### config.mk
export PLATFORM = sky130hd
export DESIGN_NAME = dyn_phase_shift_ctrl
export DESIGN_NICKNAME = d
export VERILOG_FILES = /design/src/rtl/ps_ctrl_pkg.sv /design/src/rtl/phase_wrap_add.sv /design/src/rtl/dyn_phase_shift_ctrl.sv
export SDC_FILE = /design/constraint.sdc
export NUM_CORES = 1
export LEC_CHECK = 0
export ABC_AREA = 0
export CAP_MARGIN = 10
export CORE_ASPECT_RATIO = 0.8
export CORE_MARGIN = 5
export CORE_UTILIZATION = 65
export DETAILED_ROUTE_END_ITERATION = 6
export PLACE_DENSITY = 0.84
export SYNTH_ARGS = -nofsm -noshare
export SYNTH_HDL_FRONTEND = slang
export SYNTH_HIERARCHICAL = 1
export SYNTH_SLANG_ARGS = --single-unit
### constraint.sdc
create_clock -name clk -period 14.3 [get_ports clk]
set_clock_uncertainty 0.05 [all_clocks]
set_input_delay 2.86 -clock clk [delete_from_list [all_inputs] [get_ports clk]]
set_output_delay 2.86 -clock clk [all_outputs]
set_load 0.005 [all_outputs]
### src/rtl/ps_ctrl_pkg.sv
// rtl/ps_ctrl_pkg.sv - shared types and constants for the dynamic phase-shift controller
//
// Purpose: holds the controller state encoding, the full-turn constant in
// thousandths of a degree and the settle counter width, so the top level and
// the wrap adder agree on them.
// Ports: none (package).

package ps_ctrl_pkg;

  typedef enum logic [1:0] {
    IDLE   = 2'd0,
    SETTLE = 2'd1,
    DONE   = 2'd2
  } ps_state_t;

  localparam int FULL_TURN_1000 = 360000;
  localparam int CNT_W          = 8;

endpackage

### src/rtl/phase_wrap_add.sv
// rtl/phase_wrap_add.sv - combinational step adder with single-turn wrap
//
// Purpose: adds or subtracts one step to the current shift and folds the
// result back into -359999..359999.
// Ports:
//   cur    - current shift, thousandths of a degree (signed 32)
//   inc    - 1 adds STEP_1000, 0 subtracts it
//   result - stepped and wrapped shift (signed 32)

module phase_wrap_add
  import ps_ctrl_pkg::*;
#(
  parameter int STEP_1000 = 1000
) (
  input  logic signed [31:0] cur,
  input  logic               inc,
  output logic signed [31:0] result
);

  localparam logic signed [32:0] STEP_W = 33'(STEP_1000);
  localparam logic signed [32:0] TURN_W = 33'(FULL_TURN_1000);

  logic signed [32:0] cur_w;
  logic signed [32:0] raw;
  logic signed [32:0] wrapped;

  // |cur| and STEP are both below one turn, so |raw| stays below two turns
  // and one correction is always enough; 33 bits keeps the sum exact.
  always_comb begin
    cur_w = {cur[31], cur};
    raw   = inc ? (cur_w + STEP_W) : (cur_w - STEP_W);
    if (raw >= TURN_W) begin
      wrapped = raw - TURN_W;
    end else if (raw <= -TURN_W) begin
      wrapped = raw + TURN_W;
    end else begin
      wrapped = raw;
    end
    result = wrapped[31:0];
  end

endmodule

### src/rtl/dyn_phase_shift_ctrl.sv
// rtl/dyn_phase_shift_ctrl.sv - step/settle controller for a dynamic phase shifter
//
// Purpose: accepts single phase steps, updates the shift value immediately,
// then waits SETTLE_CYCLES before pulsing PSDONE. Requests arriving while a
// step is in flight, or without lock, are dropped and flagged on ps_err.
// Ports:
//   clk        - clock, rising edge
//   RST        - synchronous active-high reset (wins over PWRDWN)
//   PWRDWN     - synchronous power-down, forces idle, holds shift_1000
//   PSEN       - step request
//   PSINCDEC   - step direction, 1 = increment
//   lock_in    - datapath lock status, required to accept a step
//   shift_1000 - current shift, thousandths of a degree (signed 32)
//   PSDONE     - one-cycle completion pulse
//   busy       - step in progress
//   ps_err     - one-cycle pulse for a rejected request

module dyn_phase_shift_ctrl
  import ps_ctrl_pkg::*;
#(
  parameter int STEP_1000       = 1000,
  parameter int SETTLE_CYCLES   = 12,
  parameter int INIT_SHIFT_1000 = 0
) (
  input  logic               clk,
  input  logic               RST,
  input  logic               PWRDWN,
  input  logic               PSEN,
  input  logic               PSINCDEC,
  input  logic               lock_in,
  output logic signed [31:0] shift_1000,
  output logic               PSDONE,
  output logic               busy,
  output logic               ps_err
);

  localparam logic [CNT_W-1:0]   SETTLE_LOAD = CNT_W'(SETTLE_CYCLES - 1);
  localparam logic signed [31:0] INIT_SHIFT  = 32'(INIT_SHIFT_1000);

  ps_state_t          state, state_nx;
  logic [CNT_W-1:0]   cnt, cnt_nx;
  logic signed [31:0] shift_q, shift_nx;
  logic signed [31:0] stepped;
  logic               done_nx, busy_nx, err_nx;

  phase_wrap_add #(
    .STEP_1000(STEP_1000)
  ) u_wrap (
    .cur   (shift_q),
    .inc   (PSINCDEC),
    .result(stepped)
  );

  always_comb begin
    state_nx = state;
    cnt_nx   = cnt;
    shift_nx = shift_q;
    err_nx   = 1'b0;
    if (PWRDWN) begin
      state_nx = IDLE;
      cnt_nx   = '0;
    end else begin
      case (state)
        IDLE: begin
          if (PSEN) begin
            if (lock_in) begin
              state_nx = SETTLE;
              cnt_nx   = SETTLE_LOAD;
              shift_nx = stepped;
            end else begin
              err_nx = 1'b1;
            end
          end
        end
        SETTLE: begin
          // lock_in is deliberately ignored here: a started step always completes
          err_nx = PSEN;
          if (cnt == '0) begin
            state_nx = DONE;
          end else begin
            cnt_nx = cnt - 1'b1;
          end
        end
        DONE: begin
          err_nx   = PSEN;
          state_nx = IDLE;
        end
        default: begin
          state_nx = IDLE;
          cnt_nx   = '0;
        end
      endcase
    end
    // Status flags are registered copies of what the next state will be,
    // so they line up with the state register and see no input directly.
    done_nx = (state_nx == DONE);
    busy_nx = (state_nx != IDLE);
  end

  always_ff @(posedge clk) begin
    if (RST) begin
      state   <= IDLE;
      cnt     <= '0;
      shift_q <= INIT_SHIFT;
      PSDONE  <= 1'b0;
      busy    <= 1'b0;
      ps_err  <= 1'b0;
    end else begin
      state   <= state_nx;
      cnt     <= cnt_nx;
      shift_q <= shift_nx;
      PSDONE  <= done_nx;
      busy    <= busy_nx;
      ps_err  <= err_nx;
    end
  end

  assign shift_1000 = shift_q;

endmodule

# Yosys cells after proc, flatten, opt, wreduce, memory -nomap -nowiden
# Index checks and enable logic that the tools add are counted.
# totals
elab_cells	43
input_bits	6
register_bits	45
# classes
reduce_logical	7
n_addsub	5
bitwise	2
n_eq_ne	6
muxes	15
order_cmp	2
# ops
op	count
two-way mux 32 bit	2
adder 32 x 11 -> 33 bit, second input constant	1
greater-or-equal comparator 33 x 20 -> 1 bit, second input constant	1
<= comparator 33 x 20 -> 1 bit, second input constant	1
two-way mux 33 bit	1
subtractor 32 x 11 -> 33 bit, second input constant	1
adder 32 x 20 -> 32 bit, second input constant	1
subtractor 32 x 20 -> 32 bit, second input constant	1
two-way mux 8 bit	3
case mux 8 bit (3 select lines)	1
logical NOT 8 bit	1
two-way mux 2 bit	4
AND reduction 4 bit	2
subtractor 8 x 1 -> 8 bit, second input constant	1
!= test 2 bit, second input constant	3
== test 2 bit, second input constant	2
case mux 2 bit (2 select lines)	1
OR reduction 2 bit	2
== test 2 x 1 -> 1 bit, second input constant	1
logical NOT 2 bit	1
two-way mux 1 bit	2
inverter 1 bit	2
case mux 1 bit (2 select lines)	1
nonzero test 2 bit	1

# Longest topological paths before layout
# Gate-level depths: netlist (run 1).
# depth
ltp_word	5
ltp_mapped	21
mapped_depth_nobuf	19

# By module
# The synthesis (run 1) kept the hierarchy.
# modules_own_cells
mod	instances	cells_per_inst	area_per_inst_um2
phase_wrap_add	1	464	3315.7
dyn_phase_shift_ctrl	1	223	1873.0

# Worst setup path after synthesis (run 1)
# OpenSTA, ideal clock, no wires.
# synth_timing
path_kind	input -> register
start	in PSINCDEC
end	reg shift_q[9] (netlist: shift_1000[9])
setup_time_ns	0.132
arrival_ns	6.396
path_buffers	4
path_stages	19
slack_ns	7.721
cell_sequence	inv_1 ha_1 buf_6 and3_1 buf_6 a32o_1 a21boi_1 a31oi_1 xnor2_1 nor4b_2 nand4b_1 and4bb_4 nand2b_4 buf_6 buf_6 o22ai_1 xor2_1 nand2_1 a21oi_1
# synth_between
elab_chain_len	4
elab_cells_between_ends	7
# synth_rtl
element	line_no	text
start: declaration	dyn_phase_shift_ctrl.sv:29	input logic PSINCDEC,
two-way mux 33 bit *	phase_wrap_add.sv:31	raw = inc ? (cur_w + STEP_W) : (cur_w - STEP_W);
adder 32 x 20 -> 32 bit / <= comparator 33 x 20 -> 1 bit (equally long branches)	phase_wrap_add.sv:35, phase_wrap_add.sv:34	
two-way mux 32 bit	phase_wrap_add.sv:34	end else if (raw <= -TURN_W) begin
two-way mux 32 bit *	phase_wrap_add.sv:32	if (raw >= TURN_W) begin
named net stepped[9]	dyn_phase_shift_ctrl.sv:43	logic signed [31:0] stepped;
end signal: assignment	dyn_phase_shift_ctrl.sv:111	shift_q <= shift_nx;
end: declaration	dyn_phase_shift_ctrl.sv:42	logic signed [31:0] shift_q, shift_nx;
# The timed path passes the listed nets; every way through them passes the cells marked *.
# A chain may end at the register's enable or synchronous reset.

# Worst setup path after layout (run 1)
# layout_timing
start	in PSINCDEC
end	reg shift_q[21] (netlist: shift_1000[21])
# Same word-level chain as after synthesis.

==> reports/results.ini, run 1 <==
[drt]
drc = 0
num_vias = 5554
drt_wl_total_um = 15700
viasPerCell = 6.86
drtIter0Drc = 781
firstDrtPassIters = 6
drt.antenna.violating_nets = 0
wl_per_cell_um = 19.4

[yosys]
yosysTopAreaCell = dfxtp_1
yosysTopAreaCellShare_pct = 17.4
synthXorXnorAreaFrac_pct = 7.07
synth_cells = 687
syn_nets = 732
synth_top_family_by_area = compound AO/OA/AOI/OAI gates
synth_mux_area_share_pct = 0.772
ys_seq_area_share_pct = 17.4
synth_flop_cell = dfxtp_1
ys_seq_elements = 45
synthTopCellsByArea = dfxtp_1, ha_1, nand2_1
synth_area_um2 = 5190
yosys.area_share.simple_pct = 29.8
synth-edff-count = 0
async_reset_ff_share_pct = 0
synth_compound_area_share_pct = 30.4
yosysUniqueCellTypes = 86
syn_avg_cell_area_um2 = 7.55
yosysWarnings = 6
synthAdderAreaFrac_pct = 9.55

[clocking]
clkSinkCount = 45
clk_path_buf_depth = 2
clockRootBuffer = clkbuf_8
cts_inserted_buffers = 5
cts_setup_buffers = 0
htreeDepth = 2
cts_resized = 0
path_clk_slew_ns = 0.10
tritoncts = done
clkLatencyLatePin_ns = 0.31
cts_hold_buffers = 0

[placement]
gp_congestion = 1.01
io_buffers = 40
dpl.hpwl_um = 11700
place_area_um2 = 5540

[hold_path]
hold_depth = 2
hold_end = shift_1000[17]$_SDFFE_PP0P_
hold_path.class = reg -> reg
min_from = shift_1000[17]$_SDFFE_PP0P_

[critical_path]
worst-setup-path-type = in -> reg
rr_worst_depth = 15
cp-startpoint = PSINCDEC
crit_required_ns = 14.50
cp_max_fo = 23
start_kind = input port
arrival_ns = 8.42
endpoint_kind = flip-flop
cp_common_cell = nand2_1
path_cells = clkdlybuf4s50_1 -> inv_1 -> ha_1 -> a21oi_2 -> o21ai_1 -> a311oi_1 -> nand2_1 -> a311oi_2 -> nand3_1 -> a2111oi_4 -> a31oi_4 -> nand2_1 -> a2bb2oi_1 -> xnor2_1 -> nand2_1 -> a21oi_1
slowest_stage = inv_1
crit_family = compound AO/OA/AOI/OAI gates
crit_path_max_incr_delay_ns = 0.79
r2r_end = shift_1000[26]$_SDFFE_PP0P_
ff2ff_setup_slack_ns = 9.54
reg2reg_from = shift_1000[3]$_SDFFE_PP0P_
path_buf_inv = 2

[layout]
final_util_pct = 71.6
drive_gt1_share_pct = 8.12
final_area_um2 = 5640
final-seq-area_um2 = 901
nets = 746
nFillCells = 678
multi_input_area_um2 = 4020
layout_commonest_cell = nand2_1
area_delta_synth_final_pct = 8.68
n_antenna_cell = 0
layout_common_cells = nand2_1, a21oi_1, dfxtp_1, clkdlybuf4s50_1

[floorplanning]
core-area_um2 = 7870
die_h_um = 89.9
die-area_um2 = 9880
start_util_pct = 65.9
fp-row-count = 29
chipWidth_um = 110
ios = 41

[grt]
met3_usage_pct = 5.30
grt_max_degree = 34
track_usage_pct = 30.6
gr-usage-met2_pct = 44.7
grt.overflow.total = 0
grt_antenna_before_repair = 0
grt_pass1_wl_um = 24800
gr-usage-met1_pct = 46.6
busiest_layer = met1
grt_pass1_vias = 4922

[sta]
finalHoldViolations = 0
slew_violations = 0
rsz0062_at_grt = no
worstMarginPinSlew_ns = 0.956
fmax_ghz = 0.122
setup_violations = 0
fin_crit_ns = 8.22
slew_headroom_pct = 36.2
fin_setup_tns_ns = 0
period_share_pct = 57.5

[power]
p_leak_nw = 2.12
ir_worst_vdd_uv = 48.6
p_per_area_nw_per_um2 = 79.2

[outcome]
status = completed

[run]
maxCapViolCount = 0

## kinds of logic (layout without fill, tap and decap cells)
family / after synthesis / in the layout
AOI/OAI and AO/OA: 220 / 220
muxes: 4 / 4
xor gates and xnor gates: 41 / 41
DFF: 45 / 45
buffers and inverters: 51 / 66
adders and majority gates: 39 / 39
and+or+nand+nor: 287 / 287
## where the power goes
part | leakage, nW | internal, mW | switching, mW | total [mW]
logic | 1.70 | 0.0796 | 0.136 | 0.216
registers | 0.365 | 0.131 | 0.00611 | 0.137
clock network | 0.0518 | 0.0403 | 0.0531 | 0.0935
## how the worst max path moves through the flow
stage / to / slack [ns] / cells past startpoint
6_report: shift_1000[21]$_SDFFE_PP0P_ / 6.08 / 16
5_1_grt: shift_1000[19]$_SDFFE_PP0P_ / 5.85 / 16
4_1_cts: shift_1000[21]$_SDFFE_PP0P_ / 6.24 / 16
3_5_place_dp: shift_1000[21]$_SDFFE_PP0P_ / 5.91 / 16
3_3_place_gp: shift_1000[21]$_SDFFE_PP0P_ / 5.91 / 16
2_1_floorplan: shift_1000[9]$_SDFFE_PP0P_ / 7.72 / 19
## sequential cells by signal, indices dropped and copies added, names as in the netlist
name,cells
PSDONE,1
busy,1
cnt,8
ps_err,1
shift_1000,32
state,2
## metrics by stage
stage	instances	hold WS, ns	setup slack [ns]	power (mW)
after floorplan	687	0.419	7.72	0.297
after global placement	802	0.412	5.91	0.343
after detailed placement	802	0.419	5.91	0.347
after CTS	810	0.434	6.24	0.440
after global routing	810	0.449	5.85	0.469
final	810	0.429	6.08	0.446
## worst register-to-register path, delay by kind of cell (launching register included)
family                     cells  cell delay [ns]
buffers and inverters          1             0.11
adders and majority gates      1             0.47
and+or+nand+nor                5             0.91
AOI/OAI and AO/OA              7             2.58
DFF                            1             0.43
xor gates and xnor gates       1             0.15
## per-layer routing
metal / share of wire (%) / vias up / wire length (um)
li1: - / 2580 / -
met1: 45 / 2603 / 7030
met2: 43 / 341 / 6700
met3: 11 / 30 / 1730
met4: 1.4 / 0 / 218
met5: 0 / - / 0
## synthesized netlist by cell type (7+ instances only)
cell / n
a211oi_1: 11
a21o_1: 12
a21oi_1: 78
and2_1: 12
and3_1: 8
buf_2: 10
clkbuf_1: 16
dfxtp_1: 45
ha_1: 38
inv_1: 15
nand2_1: 110
nand2b_1: 8
nand3_1: 22
nand4_1: 21
nor2_1: 26
nor2b_1: 7
nor3_1: 14
nor4_1: 8
o21ai_0: 38
o21ai_1: 9
or3_1: 11
xnor2_1: 23
xor2_1: 17
## final cells by class
type	count	area share, %
Timing Repair Buffer	43	7.50
Multi-Input combinational cell	591	71.4
Clock inverter	2	0.311
Tap cell	108	2.40
Sequential cell	45	16.0
Clock buffer	6	1.46
Inverter	15	0.998
(Power assumes the default switching activity.)
==> run 2, diff against run 1 <==
--- a/config.mk
+++ b/config.mk
@@ -9,9 +9,9 @@
 export CAP_MARGIN = 10
 export CORE_ASPECT_RATIO = 0.8
 export CORE_MARGIN = 5
-export CORE_UTILIZATION = 65
+export CORE_UTILIZATION = 60
 export DETAILED_ROUTE_END_ITERATION = 6
-export PLACE_DENSITY = 0.84
+export PLACE_DENSITY = 0.78
 export SYNTH_ARGS = -nofsm -noshare
 export SYNTH_HDL_FRONTEND = slang
 export SYNTH_HIERARCHICAL = 1
==> constraint.sdc (replaced) <==
create_clock -name clk -period 8.6 [get_ports clk]
set_clock_uncertainty 0.05 [all_clocks]
set_input_delay 1.72 -clock clk [delete_from_list [all_inputs] [get_ports clk]]
set_output_delay 1.72 -clock clk [all_outputs]
set_load 0.005 [all_outputs]
==> run 2 against run 1 <==
Compared with the run above: sequential power rose by 67%; non-clock buffer count stayed put; global-route usage shrank 1.4 points; total power is 63% higher; largest power group unchanged; critical path type unchanged; design area fell by 0.18%.
==> reports/results.ini, run 2 (synthesis results as in run 1) <==
[outcome]
status = completed

[drt]
wl_met3_um = 1560
viasPerCell = 6.66
met1_length_um = 7380
wl_met2_um = 6420
num_vias = 5413
highest_layer = met4
drt.antenna.violating_nets = 0
wl_per_cell_um = 19.2
firstDrtPassIters = 6
drt_wl_total_um = 15600
drc = 0
drtIter0Drc = 619

[critical_path]
worst-setup-path-type = in -> reg
start_kind = input port
arrival_ns = 7.33
cp_max_fo = 23
crit_required_ns = 8.80
endpoint_kind = flip-flop

[sta]
slew_headroom_pct = 40.3
rsz0062_at_grt = no
period_share_pct = 82.9
slew_violations = 0
fmax_ghz = 0.140
setup_violations = 0
setup_ws_ns = 1.47
finalHoldViolations = 0
fin_crit_ns = 7.13
fin_setup_tns_ns = 0
worstMarginPinSlew_ns = 0.895

[grt]
grt_max_degree = 34
grt_pass1_wl_um = 25200
grt_pass1_vias = 4906
track_usage_pct = 29.2
grt_antenna_before_repair = 0
grt.overflow.total = 0

[clocking]
clkSinkCount = 45
clk_path_buf_depth = 2
clkLatencyLatePin_ns = 0.32
cts_hold_buffers = 0
htreeDepth = 2
path_clk_slew_ns = 0.10
clockRootBuffer = clkbuf_8
cts_setup_buffers = 0
cts_inserted_buffers = 5
tritoncts = done
cts_resized = 0

[layout]
nets = 746
final_util_pct = 66.7
largest_reg_flops = 32
instances_no_fill = 813
layout_commonest_cell = nand2_1
layout_common_cells = nand2_1, a21oi_1, dfxtp_1, clkdlybuf4s50_1
area_delta_synth_final_pct = 8.49
drive_gt1_share_pct = 7.99
n_antenna_cell = 0

[floorplanning]
die_h_um = 93.2
fp-row-count = 30
core-area_um2 = 8450
ios = 41
start_util_pct = 61.4
die-area_um2 = 10600
chipWidth_um = 114

[placement]
io_buffers = 40
dp_cells = 806
gp_congestion = 0.995
dpl.hpwl_um = 12000
pre_cts_ws_ns = 1.34

[hold_path]
hold_path.class = reg -> reg

[run]
maxCapViolCount = 0

[power]
p_leak_nw = 2.10
ir_worst_vdd_uv = 113
p_per_area_nw_per_um2 = 129
power_mw = 0.726

-- run 2: critical path, cell delays in order --
cell	delay [ns]
clkdlybuf4s50_1	0.59
inv_1	0.74
ha_1	0.48
a21oi_2	0.28
o21ai_1	0.14
a311oi_1	0.58
nand2_1	0.14
a311oi_2	0.57
nand3_1	0.32
a2111oi_4	0.57
a31oi_4	0.35
nand2_1	0.22
a2bb2oi_1	0.22
xnor2_1	0.14
nand2_1	0.08
a21oi_1	0.14
-- run 2: path summary, 6_finish.rpt --
kind                                from                           to  slack (ns)  depth (start not counted)
min          shift_1000[20]$_SDFFE_PP0P_  shift_1000[20]$_SDFFE_PP0P_        0.43                          2
max                             PSINCDEC  shift_1000[21]$_SDFFE_PP0P_        1.47                         16
min reg2reg  shift_1000[20]$_SDFFE_PP0P_  shift_1000[20]$_SDFFE_PP0P_        0.43                          2
max reg2reg   shift_1000[3]$_SDFFE_PP0P_  shift_1000[26]$_SDFFE_PP0P_        3.75                         15
-- run 2: routing by layer --
| metal | global-route usage [%] | up-vias |
|---|---|---|
| met4 | 7.62 | 0 |
| met5 | 0 | - |
| met2 | 42.1 | 260 |
| li1 | - | 2575 |
| met1 | 43.2 | 2555 |
| met3 | 6.73 | 23 |
-- run 2: through the flow --
step / hold WS (ns) / area (um2)
after floorplan: 0.419 / 5190
after global placement: 0.413 / 5540
after detailed placement: 0.423 / 5540
after CTS: 0.435 / 5630
after global routing: 0.451 / 5630
final: 0.434 / 5630
-- run 2: layout make-up --
type                            count  area, um2
Clock buffer                        5       68.8
Clock inverter                      2       16.3
Fill cell                         765       2820
Inverter                           15       56.3
Multi-Input combinational cell    591       4020
Sequential cell                    45        901
Tap cell                          112        140
Timing Repair Buffer               43        423
-- run 2: power breakdown --
group	total [mW]	switching (mW)	internal [mW]
Sequential	0.229	0.0105	0.218
Clock	0.140	0.0837	0.0563
Combinational	0.357	0.225	0.132
